[src/rtl/npc_pkg.sv]
// Shared definitions for the fetch-PC generator.
//   XLEN_DEFAULT : default data/address width
//   NPC_*        : resolved next-PC op encodings carried from EX (2'b11 behaves as PC4)
//   btb_entry_t  : one BTB line {valid, tag, target}; the tag field is full width and
//                  holds PC >> (log2(depth) + 2), so its upper bits are constant zero.
package npc_pkg;

  localparam int unsigned XLEN_DEFAULT = 32;

  localparam logic [1:0] NPC_PC4 = 2'b00;
  localparam logic [1:0] NPC_RA  = 2'b01;
  localparam logic [1:0] NPC_IMM = 2'b10;

  typedef struct packed {
    logic                    valid;
    logic [XLEN_DEFAULT-1:0] tag;
    logic [XLEN_DEFAULT-1:0] target;
  } btb_entry_t;

endpackage

[src/rtl/pc_gen_if.sv]
// EX-stage resolution bus between the execute stage and the fetch-PC generator.
//   master : EX side, drives the resolved instruction, receives the redirect
//   slave  : pc_gen side, consumes the resolved instruction, drives the redirect
interface pc_gen_if #(
  parameter int unsigned XLEN = npc_pkg::XLEN_DEFAULT
);
  logic            ex_valid_i;
  logic [1:0]      ex_op_i;
  logic [XLEN-1:0] ex_pc_i;
  logic [XLEN-1:0] ex_imm_i;
  logic [XLEN-1:0] ex_ra_i;
  logic            ex_pred_taken_i;
  logic [XLEN-1:0] ex_pred_target_i;
  logic            redirect_o;
  logic [XLEN-1:0] redirect_pc_o;

  modport master (
    output ex_valid_i, ex_op_i, ex_pc_i, ex_imm_i, ex_ra_i, ex_pred_taken_i, ex_pred_target_i,
    input  redirect_o, redirect_pc_o
  );

  modport slave (
    input  ex_valid_i, ex_op_i, ex_pc_i, ex_imm_i, ex_ra_i, ex_pred_taken_i, ex_pred_target_i,
    output redirect_o, redirect_pc_o
  );
endinterface

[src/rtl/npc_btb.sv]
// Direct-mapped branch target buffer.
//   clk_i, rst_n_i        : clock, synchronous active-low clear of all valid bits
//   rd_pc_i               : combinational lookup address
//   rd_hit_o, rd_target_o : lookup result (target is raw entry data, qualify with hit)
//   wr_en_i               : write {1, tag, wr_target_i} at index of wr_pc_i
//   inv_en_i              : clear valid at index of wr_pc_i (wr_en_i has priority)
// A write and a lookup of the same index in one cycle return the old entry.
module npc_btb
  import npc_pkg::*;
#(
  parameter int unsigned Depth = 16
) (
  input  logic                    clk_i,
  input  logic                    rst_n_i,
  input  logic [XLEN_DEFAULT-1:0] rd_pc_i,
  output logic                    rd_hit_o,
  output logic [XLEN_DEFAULT-1:0] rd_target_o,
  input  logic                    wr_en_i,
  input  logic                    inv_en_i,
  input  logic [XLEN_DEFAULT-1:0] wr_pc_i,
  input  logic [XLEN_DEFAULT-1:0] wr_target_i
);

  localparam int unsigned Idx = $clog2(Depth);

  btb_entry_t              mem_q [Depth];
  btb_entry_t              rd_entry;
  logic [Idx-1:0]          rd_idx;
  logic [Idx-1:0]          wr_idx;
  logic [XLEN_DEFAULT-1:0] rd_tag;
  logic [XLEN_DEFAULT-1:0] wr_tag;

  assign rd_idx = rd_pc_i[Idx+1:2];
  assign wr_idx = wr_pc_i[Idx+1:2];
  assign rd_tag = rd_pc_i >> (Idx + 2);
  assign wr_tag = wr_pc_i >> (Idx + 2);

  always_ff @(posedge clk_i) begin
    if (!rst_n_i) begin
      for (int i = 0; i < int'(Depth); i++) begin
        mem_q[i].valid <= 1'b0;
      end
    end else if (wr_en_i) begin
      mem_q[wr_idx] <= '{valid: 1'b1, tag: wr_tag, target: wr_target_i};
    end else if (inv_en_i) begin
      mem_q[wr_idx].valid <= 1'b0;
    end
  end

  always_comb begin
    rd_entry    = mem_q[rd_idx];
    rd_hit_o    = rd_entry.valid && (rd_entry.tag == rd_tag);
    rd_target_o = rd_entry.target;
  end

endmodule

[src/rtl/pc_gen.sv]
// Registered fetch-PC generator with optional BTB-based taken prediction.
//   clk_i, rst_n_i   : clock, synchronous active-low reset
//   stall_i          : hold the fetch PC
//   pc_o, pc4_o      : current fetch PC and fetch PC + 4
//   pred_taken_o     : BTB hit for pc_o
//   pred_target_o    : predicted target for pc_o (0 without a hit)
//   ex_if            : resolved control flow from EX in, redirect/redirect PC out
//   mispredict_cnt_o : saturating count of redirects
// Build option: define NPC_BTB_EN to include the BTB; otherwise prediction is
// always not-taken and every taken transfer redirects.
module pc_gen
  import npc_pkg::*;
#(
  parameter int unsigned    XLEN      = XLEN_DEFAULT,
  parameter logic [XLEN-1:0] RESET_PC = '0,
  parameter int unsigned    BTB_DEPTH = 16
) (
  input  logic            clk_i,
  input  logic            rst_n_i,
  input  logic            stall_i,
  output logic [XLEN-1:0] pc_o,
  output logic [XLEN-1:0] pc4_o,
  output logic            pred_taken_o,
  output logic [XLEN-1:0] pred_target_o,
  pc_gen_if.slave         ex_if,
  output logic [31:0]     mispredict_cnt_o
);

  if (BTB_DEPTH < 2 || (BTB_DEPTH & (BTB_DEPTH - 1)) != 0) begin : g_bad_depth
    $error("BTB_DEPTH must be a power of two and at least 2");
  end

  logic [XLEN-1:0] pc_q;
  logic [31:0]     cnt_q;
  logic [XLEN-1:0] actual_target;
  logic            actual_taken;
  logic            mispredict;

  assign pc_o             = pc_q;
  assign pc4_o            = pc_q + XLEN'(4);
  assign mispredict_cnt_o = cnt_q;

  always_comb begin
    unique case (ex_if.ex_op_i)
      NPC_IMM: actual_target = ex_if.ex_pc_i + ex_if.ex_imm_i;
      NPC_RA:  actual_target = (ex_if.ex_ra_i + ex_if.ex_imm_i) & ~XLEN'(1);
      default: actual_target = ex_if.ex_pc_i + XLEN'(4);
    endcase
  end

  assign actual_taken = (ex_if.ex_op_i == NPC_IMM) || (ex_if.ex_op_i == NPC_RA);
  assign mispredict   = (actual_taken != ex_if.ex_pred_taken_i) ||
                        (actual_taken && (actual_target != ex_if.ex_pred_target_i));

  assign ex_if.redirect_o    = ex_if.ex_valid_i & mispredict & rst_n_i;
  assign ex_if.redirect_pc_o = ex_if.redirect_o ? actual_target : '0;

`ifdef NPC_BTB_EN
  if (XLEN != XLEN_DEFAULT) begin : g_bad_xlen
    $error("BTB entries are sized for XLEN_DEFAULT");
  end

  logic            btb_hit;
  logic [XLEN-1:0] btb_target;

  // Training ignores stall_i: EX resolution is independent of fetch hold.
  npc_btb #(
    .Depth (BTB_DEPTH)
  ) u_btb (
    .clk_i       (clk_i),
    .rst_n_i     (rst_n_i),
    .rd_pc_i     (pc_q),
    .rd_hit_o    (btb_hit),
    .rd_target_o (btb_target),
    .wr_en_i     (ex_if.ex_valid_i & actual_taken),
    .inv_en_i    (ex_if.ex_valid_i & ~actual_taken & ex_if.ex_pred_taken_i),
    .wr_pc_i     (ex_if.ex_pc_i),
    .wr_target_i (actual_target)
  );

  assign pred_taken_o  = rst_n_i & btb_hit;
  assign pred_target_o = pred_taken_o ? btb_target : '0;
`else
  assign pred_taken_o  = 1'b0;
  assign pred_target_o = '0;
`endif

  always_ff @(posedge clk_i) begin
    if (!rst_n_i) begin
      pc_q <= RESET_PC;
    end else if (ex_if.redirect_o) begin
      pc_q <= ex_if.redirect_pc_o;
    end else if (stall_i) begin
      pc_q <= pc_q;
    end else if (pred_taken_o) begin
      pc_q <= pred_target_o;
    end else begin
      pc_q <= pc4_o;
    end
  end

  always_ff @(posedge clk_i) begin
    if (!rst_n_i) begin
      cnt_q <= '0;
    end else if (ex_if.redirect_o && (cnt_q != 32'hFFFF_FFFF)) begin
      cnt_q <= cnt_q + 32'd1;
    end
  end

endmodule

[src/flat_wrapper.sv]
// flat-port wrapper written by rule: the top's interface ports become plain ports
module pc_gen_flat import npc_pkg::*;
#(
  parameter int unsigned    XLEN      = XLEN_DEFAULT,
  parameter logic [XLEN-1:0] RESET_PC = '0,
  parameter int unsigned    BTB_DEPTH = 16
)
  (clk_i, rst_n_i, stall_i, pc_o, pc4_o, pred_taken_o, pred_target_o, mispredict_cnt_o, ex_if_ex_valid_i, ex_if_ex_op_i, ex_if_ex_pc_i, ex_if_ex_imm_i, ex_if_ex_ra_i, ex_if_ex_pred_taken_i, ex_if_ex_pred_target_i, ex_if_redirect_o, ex_if_redirect_pc_o);
  pc_gen_if #(.XLEN(XLEN)) ex_if_i ();
  input  logic clk_i;
  input  logic rst_n_i;
  input  logic stall_i;
  output logic [XLEN-1:0] pc_o;
  output logic [XLEN-1:0] pc4_o;
  output logic pred_taken_o;
  output logic [XLEN-1:0] pred_target_o;
  output logic [31:0] mispredict_cnt_o;
  input wire logic [$bits(ex_if_i.ex_valid_i)-1:0] ex_if_ex_valid_i;
  input wire logic [$bits(ex_if_i.ex_op_i)-1:0] ex_if_ex_op_i;
  input wire logic [$bits(ex_if_i.ex_pc_i)-1:0] ex_if_ex_pc_i;
  input wire logic [$bits(ex_if_i.ex_imm_i)-1:0] ex_if_ex_imm_i;
  input wire logic [$bits(ex_if_i.ex_ra_i)-1:0] ex_if_ex_ra_i;
  input wire logic [$bits(ex_if_i.ex_pred_taken_i)-1:0] ex_if_ex_pred_taken_i;
  input wire logic [$bits(ex_if_i.ex_pred_target_i)-1:0] ex_if_ex_pred_target_i;
  output wire logic [$bits(ex_if_i.redirect_o)-1:0] ex_if_redirect_o;
  output wire logic [$bits(ex_if_i.redirect_pc_o)-1:0] ex_if_redirect_pc_o;
  assign ex_if_i.ex_valid_i = ex_if_ex_valid_i;
  assign ex_if_i.ex_op_i = ex_if_ex_op_i;
  assign ex_if_i.ex_pc_i = ex_if_ex_pc_i;
  assign ex_if_i.ex_imm_i = ex_if_ex_imm_i;
  assign ex_if_i.ex_ra_i = ex_if_ex_ra_i;
  assign ex_if_i.ex_pred_taken_i = ex_if_ex_pred_taken_i;
  assign ex_if_i.ex_pred_target_i = ex_if_ex_pred_target_i;
  assign ex_if_redirect_o = ex_if_i.redirect_o;
  assign ex_if_redirect_pc_o = ex_if_i.redirect_pc_o;
  pc_gen #(.XLEN(XLEN), .RESET_PC(RESET_PC), .BTB_DEPTH(BTB_DEPTH)) u_core (.clk_i(clk_i), .rst_n_i(rst_n_i), .stall_i(stall_i), .pc_o(pc_o), .pc4_o(pc4_o), .pred_taken_o(pred_taken_o), .pred_target_o(pred_target_o), .ex_if(ex_if_i), .mispredict_cnt_o(mispredict_cnt_o));
endmodule
[config.mk]
export PLATFORM = sky130hd
export DESIGN_NAME = pc_gen_flat
export DESIGN_NICKNAME = d
export VERILOG_FILES = /design/src/rtl/npc_pkg.sv /design/src/rtl/pc_gen_if.sv /design/src/rtl/npc_btb.sv /design/src/rtl/pc_gen.sv /design/src/flat_wrapper.sv
export SDC_FILE = /design/constraint.sdc
export NUM_CORES = 1
export LEC_CHECK = 0
export ABC_CLOCK_PERIOD_IN_PS = 5500
export CAP_MARGIN = 20
export CORE_ASPECT_RATIO = 0.8
export CORE_MARGIN = 2
export CORE_UTILIZATION = 50
export DETAILED_ROUTE_END_ITERATION = 12
export GPL_ROUTABILITY_DRIVEN = 1
export PLACE_DENSITY = 0.95
export SYNTH_ARGS = -nofsm -noshare
export SYNTH_HDL_FRONTEND = slang
export SYNTH_SLANG_ARGS = --single-unit
[constraint.sdc]
create_clock -name clk_i -period 5.5 [get_ports clk_i]
set_clock_uncertainty 0.1 [all_clocks]
set_input_delay 0.55 -clock clk_i [delete_from_list [all_inputs] [get_ports clk_i]]
set_output_delay 0.55 -clock clk_i [all_outputs]
set_load 0.005 [all_outputs]
==> results of run 1 <==
## Yosys cell counts, drive strengths merged, types with 22 or more instances
| master | number | area, um2 |
|---|---|---|
| nor2 | 141 | 529 |
| xnor2 | 62 | 543 |
| clkbuf | 61 | 229 |
| a21oi | 98 | 494 |
| a211oi | 22 | 175 |
| buf | 53 | 417 |
| o211ai | 25 | 188 |
| xor2 | 66 | 578 |
| nand3 | 62 | 310 |
| dfxtp | 64 | 1280 |
| nand2 | 185 | 694 |
| nand4 | 46 | 294 |
| mux2i | 57 | 571 |
| ha | 66 | 826 |
| and3 | 28 | 175 |
| inv | 30 | 113 |
| o21ai | 71 | 355 |
| nor3 | 37 | 185 |
| nand2b | 32 | 203 |
## per-stage QoR
stage | TNS, ps | worst slack (ps) | instance area [um2] | hold slack (ps) | cells
2_1_floorplan | 0 | 585 | 10700 | 367 | 1532
3_3_place_gp | -15040 | -504 | 15600 | 371 | 2285
3_5_place_dp | -22400 | -700 | 15600 | 385 | 2285
4_1_cts | 0 | 0.212 | 16700 | 396 | 2325
## metal layers
layer / GRT overflow / track usage
met5: 0 / 0.448
met4: 109 / 0.746
met3: 6 / 0.665
met2: 150 / 0.932
met1: 6 / 0.773
## kinds of logic after synthesis
logic type / synth area share
simple gates: 0.308
xor+xnor: 0.106
compound gates: 0.250
fa+ha+maj: 0.0820
buf+inv: 0.0718
flops: 0.121
other cells: 0.000355
mux: 0.0608
## what timing repair did
action	4_1_cts
resized for setup	178
endpoints found under the setup margin	33
setup buffers	24
cloned	2
pin swaps	42
==> flow_summary.toml, run 1 <==
[run_status]
status = "stopped before the end"
haltStage = "5_1_grt"
error = "[ERROR GRT-0232] Routing congestion too high. Check the congestion heatmap in the GUI."

[sta]
worst_endpoint_kind = "top-level output"
crit_endpoint = "ex_if_redirect_pc_o[1]"

[cts]
h-tree-depth = 3
postCtsHoldBufs = 0
numCtsBuffers = 9
cts_max_path_buffers = 2
cts-root-buf = "clkbuf_16"
cts.sinks = 64

[die]
rows = 47
dieWidth_um = 167
ios = 297
die_y_um = 134
start_util = 0.510

[synth]
seq_area_frac_synth = 0.121
syn_area_per_cell_um2 = 7.04
synthArstFlopShare = 0
yosys_warnings = 0
syn_area_um2 = 10600
synth_edf_count = 0
synth.distinct_cells = 90
synthCells = 1500
synth_ff_type = "dfxtp_1"
ys_ff_latch = 64

[grt]
gr-total-overflow = 271
grt_max_degree = 60
grt_use_total = 0.780

[place]
dp_hpwl_um = 40500
io_buffers = 263
gp_congestion = 1.16
==> inputs of run 2 (changes only) <==
--- a/config.mk
+++ b/config.mk
@@ -7,12 +7,11 @@
 export LEC_CHECK = 0
 export ABC_CLOCK_PERIOD_IN_PS = 5500
 export CAP_MARGIN = 20
-export CORE_ASPECT_RATIO = 0.8
 export CORE_MARGIN = 2
-export CORE_UTILIZATION = 50
+export CORE_UTILIZATION = 35
 export DETAILED_ROUTE_END_ITERATION = 12
 export GPL_ROUTABILITY_DRIVEN = 1
-export PLACE_DENSITY = 0.95
+export PLACE_DENSITY_LB_ADDON = 0.15
 export SYNTH_ARGS = -nofsm -noshare
 export SYNTH_HDL_FRONTEND = slang
 export SYNTH_SLANG_ARGS = --single-unit
==> run 2 against run 1 <==
Effect of this change: the flow now finishes without violations; synthesized cell count unchanged; synthesized area unchanged.
==> flow_summary.toml, run 2 <==
[run_status]
status = "finished, final reports clean"

[die]
die_y_um = 178
dieWidth_um = 178
design.core.area_um2 = 29700
ios = 297
die_area_um2 = 31600
start_util = 0.355
rows = 63

[cts]
clkSlewWorstSetupHoldPaths_ps = 60
numCtsBuffers = 9
cts-root-buf = "clkbuf_16"
cts_max_path_buffers = 2
cts.sinks = 64
cts_tree = "done"
h-tree-depth = 3
insertion_delay_ps = 330

[hold_path]
hold_class = "register to register"

[layout]
syn_to_final_growth_pct = 77.6
fin_cells = 2578
diodes = 0
nets = 2386
final_cell_mix = "buf_4, nand2_1, clkdlybuf4s50_1"
fin_util = 0.631
layout_commonest_cell = "buf_4"
drive_above_1_share = 0.358

[detailed_routing]
vias_per_cell = 5.71
ant_nets = 0
drt_iter0_markers = 1209
drt-total-wl_um = 55700
drt-pass1-iter-count = 5
wl_per_cell_um = 21.6
drc = 0
vias = 14700

[synth]
synthCells = 1500
synth_top_area_frac = 0.121
synth_ff_type = "dfxtp_1"
synth.distinct_cells = 90
synthArstFlopShare = 0
yosys_warnings = 0
ys_ff_latch = 64
synth_common_cells = "nand2_1, nor2_1, a21oi_1"
yosys.area.top_type = "dfxtp_1"
synth.area.top_cells = "dfxtp_1, ha_1, nand2_1"
synth_edf_count = 0
syn_area_um2 = 10600
seq_area_frac_synth = 0.121
syn_area_per_cell_um2 = 7.04
yosysMostFrequentCell = "nand2_1"

[flow_run]
maxCapViolations = 0

[pwr]
p_per_area_nw_per_um2 = 167
finalPower_mw = 3.14
power.leakage_nw = 8.09
ir_worst_vdd_v = 0.000150

[setup_path]
end_kind = "primary output"
critPathRequiredTime_ps = 4850
crit_path_start_kind = "input port"
cp_max_fo = 5
critPathArrivalTime_ps = 4790
critical_path_class = "input port to primary output"

[grt]
grt_max_degree = 60
grt_use_total = 0.338
antenna_found_initial = 0
grt_pass1_vias = 14000
grt_pass1_wl_um = 82400
gr-total-overflow = 0

[place]
io_buffers = 263
gp_congestion = 0.999
dp_hpwl_um = 44400
pre_cts_slack_ps = -995
dpl.cell_count = 2474

[sta]
setup_tns_ps = 0
fin_crit_ps = 5440
slew_headroom = 0.379
worst_slack_ps = 57.3
worst_slew_pin_slew_ps = 922
drv_slew = 0
period_share = 0.990
finalHoldViolations = 0
rsz0062_at_grt = "yes"
timing.fmax_ghz = 0.184
setup_viol = 0
## run 2: through the flow
stage / area, um2 / hold slack [ps]
4_1_cts: 18200 / 390
5_1_grt: 18800 / 403
2_1_floorplan: 10700 / 367
3_5_place_dp: 16300 / 379
6_report: 18800 / 390
3_3_place_gp: 16300 / 368
## run 2: routing by layer
layer  GRT usage  vias up  routed length (um)
met4       0.139        0                2570
met5           0        -                   0
met2       0.565      687               25800
met1       0.443     7039               23500
met3      0.0351      121                3760
li1            -     6863                   -
## run 2: cell type report
cell class | count | area (um2)
inverter | 30 | 113
fill | 2672 | 11000
timing repair buffer | 754 | 6300
sequential | 64 | 1280
clock buffer | 10 | 239
tap | 390 | 488
clock inverter | 6 | 115
multi-input combinational | 1324 | 10200
## run 2: final timing paths
| path | depth (start not counted) | start | end | slack [ps] |
|---|---|---|---|---|
| min reg2reg | 2 | u_core.mispredict_cnt_o[16] | u_core.mispredict_cnt_o[16] | 390 |
| min | 2 | u_core.mispredict_cnt_o[16] | u_core.mispredict_cnt_o[16] | 390 |
| max reg2reg | 12 | u_core.pc_o[5] | u_core.pc_o[29] | 1630 |
| max | 21 | ex_if_ex_imm_i[1] | ex_if_redirect_pc_o[20] | 60 |
## run 2: cell families (layout without fill, tap and decap cells)
group,after synthesis,in the layout,synth area share
mux,63,63,0.0608
other cells,1,33,0.000355
buf+inv,144,800,0.0718
flops,64,64,0.121
simple gates,649,649,0.308
compound gates,383,383,0.250
fa+ha+maj,68,68,0.0820
xor+xnor,128,128,0.106
## run 2: critical path, cell delays in order
cell and delay [ps]:
buf_2 120, inv_2 70, fa_2 390, nand2b_4 160, a21boi_4 160, buf_6 140
o2111ai_4 140, a2111o_1 480, buf_6 140, a211o_1 250, nand3b_1 130, mux2_4 330
nor4_4 250, nand4_1 200, or4b_4 610, nand2b_4 150, buf_12 130, buf_4 100
buf_6 110, nor2_1 40, buf_2 120
## run 2: report_power, final
part | switching, mW | internal [mW] | total (mW)
Sequential | 0.0482 | 0.490 | 0.538
Clock | 0.218 | 0.457 | 0.675
Combinational | 0.960 | 0.966 | 1.93
Total | 1.23 | 1.91 | 3.14
## run 2: what timing repair did
item                       in CTS  in global routing
hold endpoints to repair        0                  0
gates cloned                    2                  1
hold buffers                    0                  0
pin swaps                      72                 74
gates resized for setup       292                227
setup endpoints to repair      63                 33
setup buffers                  66                 25
(Power assumes the default switching activity.)
